[src/rtl/scan_mux_pkg.sv]
// Shared constants for the scan multiplexer: mode encoding and default geometry.
package scan_mux_pkg;

    localparam logic MODE_MANUAL = 1'b0;
    localparam logic MODE_AUTO   = 1'b1;

    localparam int DEF_CHANNELS = 4;
    localparam int DEF_WIDTH    = 1;
    localparam int DEF_DWELL    = 4;

endpackage

[src/rtl/scan_mux_dwell.sv]
// Dwell counter for auto-scan: counts 0..DWELL-1 while enabled, tick on the last count.
module scan_mux_dwell
    import scan_mux_pkg::*;
#(
    parameter int DWELL = DEF_DWELL
) (
    input  logic clk,
    input  logic rst,
    input  logic en,
    input  logic clr,
    output logic tick
);

    // A one-cycle dwell still needs a 1-bit counter that simply stays at 0.
    localparam int CW = (DWELL > 1) ? $clog2(DWELL) : 1;
    localparam logic [CW-1:0] LAST = CW'(DWELL - 1);

    logic [CW-1:0] count_reg;
    logic [CW-1:0] count_next;

    always_comb begin
        count_next = count_reg;
        if (clr) begin
            count_next = '0;
        end else if (en) begin
            count_next = (count_reg == LAST) ? '0 : count_reg + 1'b1;
        end
    end

    assign tick = en && !clr && (count_reg == LAST);

    always_ff @(posedge clk or posedge rst) begin
        if (rst) begin
            count_reg <= '0;
        end else begin
            count_reg <= count_next;
        end
    end

endmodule

[src/rtl/scan_mux.sv]
// Channel scan multiplexer with manual select and timed auto-scan.
// Optional SCAN_MUX_HOLD_EN adds a hold input that freezes auto-scan.
module scan_mux
    import scan_mux_pkg::*;
#(
    parameter int CHANNELS = DEF_CHANNELS,
    parameter int WIDTH    = DEF_WIDTH,
    parameter int DWELL    = DEF_DWELL,
    localparam int SELW    = $clog2(CHANNELS)
) (
    input  logic                      clk,
    input  logic                      rst,
    input  logic                      mode,
    input  logic [SELW-1:0]           select,
    input  logic [CHANNELS*WIDTH-1:0] c,
    output logic [WIDTH-1:0]          led,
    output logic [SELW-1:0]           chan,
    output logic                      wrap
`ifdef SCAN_MUX_HOLD_EN
    ,
    input  logic                      hold
`endif
);

    localparam logic [SELW-1:0] LAST_CH = SELW'(CHANNELS - 1);
    localparam logic [SELW:0]   CH_LIM  = (SELW + 1)'(CHANNELS);

    logic                  frozen;
    logic                  auto_mode;
    logic                  tick;
    logic [SELW-1:0]       select_clamped;
    logic [WIDTH-1:0]      ch_data [CHANNELS];

    logic [SELW-1:0]       chan_reg;
    logic [SELW-1:0]       chan_next;
    logic [WIDTH-1:0]      led_reg;
    logic [WIDTH-1:0]      led_next;
    logic                  wrap_reg;
    logic                  wrap_next;

`ifdef SCAN_MUX_HOLD_EN
    assign frozen = hold;
`else
    assign frozen = 1'b0;
`endif

    assign auto_mode = (mode == MODE_AUTO);

    genvar gi;
    generate
        for (gi = 0; gi < CHANNELS; gi++) begin : g_chan
            assign ch_data[gi] = c[gi*WIDTH +: WIDTH];
        end
    endgenerate

    // Manual mode keeps the counter cleared, so entering auto starts a full dwell.
    scan_mux_dwell #(
        .DWELL (DWELL)
    ) u_dwell (
        .clk  (clk),
        .rst  (rst),
        .en   (auto_mode && !frozen),
        .clr  (!auto_mode),
        .tick (tick)
    );

    assign select_clamped = ({1'b0, select} >= CH_LIM) ? LAST_CH : select;

    always_comb begin
        chan_next = chan_reg;
        wrap_next = 1'b0;
        led_next  = ch_data[chan_reg];
        if (!auto_mode) begin
            chan_next = select_clamped;
        end else if (tick) begin
            if (chan_reg == LAST_CH) begin
                chan_next = '0;
                wrap_next = 1'b1;
            end else begin
                chan_next = chan_reg + 1'b1;
            end
        end
    end

    always_ff @(posedge clk or posedge rst) begin
        if (rst) begin
            chan_reg <= '0;
            led_reg  <= '0;
            wrap_reg <= 1'b0;
        end else begin
            chan_reg <= chan_next;
            led_reg  <= led_next;
            wrap_reg <= wrap_next;
        end
    end

    assign chan = chan_reg;
    assign led  = led_reg;
    assign wrap = wrap_reg;

endmodule

[config.mk]
export PLATFORM = sky130hd
export DESIGN_NAME = scan_mux
export DESIGN_NICKNAME = d
export VERILOG_FILES = /design/src/rtl/scan_mux_pkg.sv /design/src/rtl/scan_mux_dwell.sv /design/src/rtl/scan_mux.sv
export SDC_FILE = /design/constraint.sdc
export NUM_CORES = 1
export LEC_CHECK = 0
export CAP_MARGIN = 30
export CORE_AREA = 2 2 39 41
export DETAILED_ROUTE_END_ITERATION = 7
export DIE_AREA = 0 0 41 43
export HOLD_SLACK_MARGIN = 0.08
export PLACE_DENSITY_LB_ADDON = 0.12
export SLEW_MARGIN = 20
export SYNTH_ARGS = -nofsm -noshare
export SYNTH_HDL_FRONTEND = slang
export SYNTH_SLANG_ARGS = --single-unit
[constraint.sdc]
create_clock -name clk -period 2.61 [get_ports clk]
set_input_delay 0.522 -clock clk [delete_from_list [all_inputs] [get_ports clk]]
set_output_delay 0.522 -clock clk [all_outputs]
set_load 0.005 [all_outputs]
# Word level (Yosys, flattened, before mapping)
# Cells that the tools add are included.
# word_totals
reg_bits	6
inputBits	9
output_inout_bits	4
elab_cells	23
# classes
n_addsub	2
n_lt_le_gt_ge	1
n_eq_ne	3
n_mux	11
bitwise_logic	1
reduce_logical	1
# ops
operator	n
$mux W2	5
$mux W1	5
$add A2 B1 Y2 const B	2
$eq A2 B2 Y1 const B	2
$ge A3 B3 Y1 const B	1
$not A2 Y3	1
$bmux W1 S2	1
$ne A2 B1 Y1 const B	1
$logic_and A1 B1 Y1	1

# Depth between registers and ports, before layout
# depth
depth_word	4
mapped_depth	3
ltp_nobuf	3

# Hierarchy
# From an unflattened synthesis, not the netlist that was laid out.
# hier_totals
hier_cells	27
area_unflattened_um2	304.0
# by_module_without_submodules
mod	n_inst	cells_per_inst	area_each_um2
scan_mux	1	16	192.7
scan_mux_dwell	1	11	111.4

# Worst setup path after synthesis
# No wires, ideal clock.
# synth_path
path_kind	register -> register
startpoint	reg chan_reg[0], in the netlist chan[0]
endpoint	reg chan_reg[0], in the netlist chan[0]
setup_time_ns	0.082
arrival_ns	1.104
setup_slack_ns	1.424
path_stages_with_launch	4
n_path_buf	0
cell_sequence	dfrtp_1 -> ha_1 -> or3b_1 -> a31oi_1
# synth_via
elab_chain_cells	4
elab_cells_between_ends	5
cone_classes	add/sub: 1; eq/ne: 1; mux: 3
# synth_lines
element	line_no	rtl
start: declaration	scan_mux.sv:34	logic [SELW-1:0] chan_reg;
start signal: assignment	scan_mux.sv:91	chan_reg <= chan_next;
$add A2 B1 Y2 or $eq A2 B2 Y1 (tied branches)	scan_mux.sv:80, scan_mux.sv:76	
$mux W2 (*)	scan_mux.sv:76	if (chan_reg == LAST_CH) begin
$mux W2 (*)	scan_mux.sv:75	end else if (tick) begin
$mux W2 (*)	scan_mux.sv:73	if (!auto_mode) begin
# Every way passes the cells marked *; elsewhere a longest branch is shown, timed or not. The select of a mux whose other input is x is not followed.
# A chain may end at the register's enable or synchronous reset.

# Worst setup path after layout
# layout_path
startpoint	reg chan_reg[0], in the netlist chan[0]
endpoint	out chan[0]
# layout_lines
element	line_no	rtl
end: declaration	scan_mux.sv:17	output logic [SELW-1:0] chan,
# No word-level cell between the ends.

==> qor.yml <==
final_layout:
  antenna_cells: 0
  final_common_cell: "clkdlybuf4s50_1"
  final_cell_mix: "12 x clkdlybuf4s50_1, 6 x dfrtp_1, 3 x clkbuf_4, 2 x nor2_1, 2 x ha_1"
  final_area_um2: 428
  drive_gt1_share_pct: 11.4
  layoutNonFillerInstCount: 51
  fin_nets: 48
  postLayoutCoreUtil_pct: 30.9
  syn2layout_area_growth_pct: 61.3
setup_path:
  timing.critical_path.cells: "clkdlybuf4s50_1"
  worst_setup_path_end_kind: "primary output"
  crit_path_max_incr_delay_ns: 0.53
  critPathLaunch: "chan[0]"
  start_kind: "register"
  cp.arrival_ns: 1.21
  path_buf_inv: 1
  critPathKind: "register to primary output"
  reg2reg_from: "chan[0]"
  r2r-end: "chan[0]"
  crit_end: "chan[0]"
  path_delay_family: "buffers and inverters"
  cp.required_ns: 2.09
  regToRegSetupSlack_ns: 1.37
  r2r_cells: 3
  cp_max_fo: 5
  critPathSlowestCell: "clkdlybuf4s50_1"
  cp.depth: 1
pwr:
  pwr-share-comb_pct: 19.3
  vdd_drop_max_uv: 199
  p_clk_share_pct: 35.7
  power_density_nw_per_um2: 570
  pwr-share-seq_pct: 45.1
  p_leak_nw: 0.187
  power.internal_uw: 188
  p_switching_uw: 56.0
  p_total_uw: 244
  p_sw_share_pct: 23.0
cts:
  cts_sinks: 6
  cts_buffer_depth: 2
  cts_resized: 0
  cts_hold_buf: 0
  cts_inserted_buffers: 3
  clkLatencyLatePin_ns: 0.25
  cts_tree: "built"
  cts_setup_buffers: 0
  root_buffer: "clkbuf_4"
  path_clk_slew_ns: 0.05
  htree_levels: 1
grt:
  grt_pass1_wl_mm: 1.04
  grt_max_degree: 8
  grt_overflow: 0
  antenna_found_initial: 0
  grt_use_total_pct: 9.59
  grt_pass1_vias: 235
floorplan:
  die_y_um: 43
  dieArea_um2: 1760
  rows: 14
  ioPinCount: 13
  initial_core_util_pct: 19.2
  core_um2: 1380
  dieWidth_um: 41
sta:
  tightest_slew_ns: 0.241
  setup_viol: 0
  holdWs_ns: 0.443
  max_freq_mhz: 577
  tns_ns: 0
  post-route-period-util_pct: 66.4
  slew_viol_final: 0
  fin_worst_skew_ns: 0.00567
  setup_slack_ns: 0.876
  rsz0062_at_grt: "no"
  hold_viol_final: 0
  slew_headroom_pct: 83.9
  fin_crit_ns: 1.73
route:
  dr_wl_met2_um: 261
  final_antenna_net_count: 0
  met3_length_um: 62
  drt_pass1_iterations: 3
  drt_iter0_drc: 6
  highest_layer: "met3"
  vias_per_cell: 4.04
  route.detailed.drc: 0
  via_count: 206
  wl_met1_um: 211
  wl_per_cell_um: 10.5
  drt-total-wl_um: 535
logic_synthesis:
  synth.area.top_cells: "dfrtp_1 57%, ha_1 9.4%, mux4_2 8.5%"
  synth_fp_nets: 31
  yosys_warnings: 0
  netlist_instances: 20
  ys_seq_area_share_pct: 56.6
  synth_area_um2: 265
  synth_top_area_share_pct: 56.6
  avgSynthCellArea_um2: 13.3
  synth_top_area_cell: "dfrtp_1"
  synth_cell_type_count: 13
  ys_ff_latch: 6
worst_hold_path:
  hold_class: "register to register"
placement:
  dpl-instance-area_um2: 405
  port_buffers: 12
  dp_cells: 48
  dp_slack_ns: 1.10
  gp_congestion: 0.665
flow_run:
  maxCapViolations: 0
outcome:
  status: "completed"
worst reg2reg max path, cell delays in order (launching register included):
cell and delay, ns:
dfrtp_1 0.43, ha_1 0.23, or3b_1 0.34, a31oi_1 0.16
synthesized netlist by cell type (all sizes together):
| cell | instances |
|---|---|
| and2 | 1 |
| inv | 1 |
| nor3b | 1 |
| mux4 | 1 |
| dfrtp | 6 |
| ha | 2 |
| or3b | 1 |
| a21oi | 1 |
| a31oi | 1 |
| nand2b | 1 |
| and3 | 1 |
| nor2 | 2 |
| mux2i | 1 |
cell families (layout without fill, tap and decap cells):
group / after synthesis / count (layout) / share of synthesized area, %
buffers and inverters: 1 / 16 / 1.41
adders and majority gates: 2 / 2 / 9.43
muxes: 2 / 2 / 12.3
AOI/OAI and AO/OA: 2 / 2 / 4.24
and+or+nand+nor: 7 / 7 / 16.0
DFF: 6 / 6 / 56.6
how the worst min path moves through the flow:
stage	cells past startpoint	start	endpoint
after global routing	1	u_dwell.count_reg[0]	u_dwell.count_reg[0]
after detailed placement	1	u_dwell.count_reg[0]	u_dwell.count_reg[0]
after floorplan	1	rst	chan[0]
after CTS	1	u_dwell.count_reg[0]	u_dwell.count_reg[0]
after global placement	1	u_dwell.count_reg[0]	u_dwell.count_reg[0]
final	1	u_dwell.count_reg[0]	u_dwell.count_reg[0]
routing by layer:
metal	track usage, %	vias up
li1	-	102
met1	9.80	94
met2	12.8	10
met3	6.28	0
met4	8.00	0
met5	0	-
power by group through the flow:
stage	clock (mW)	combinational [mW]	sequential [mW]
6_report	0.0870	0.0470	0.110
5_1_grt	0.101	0.0545	0.113
4_1_cts	0.0938	0.0479	0.110
3_5_place_dp	0	0.0475	0.111
3_3_place_gp	0	0.0470	0.111
2_1_floorplan	0	0.0189	0.111
final cells by class:
type	count	area, um^2
repair buffers	12	120
well taps	16	20.0
fillers	156	956
multi-input cells	13	111
flip-flops and latches	6	150
clock buffers	3	22.5
inverters	1	3.75
No activity file was read; power rests on OpenSTA's default activity.
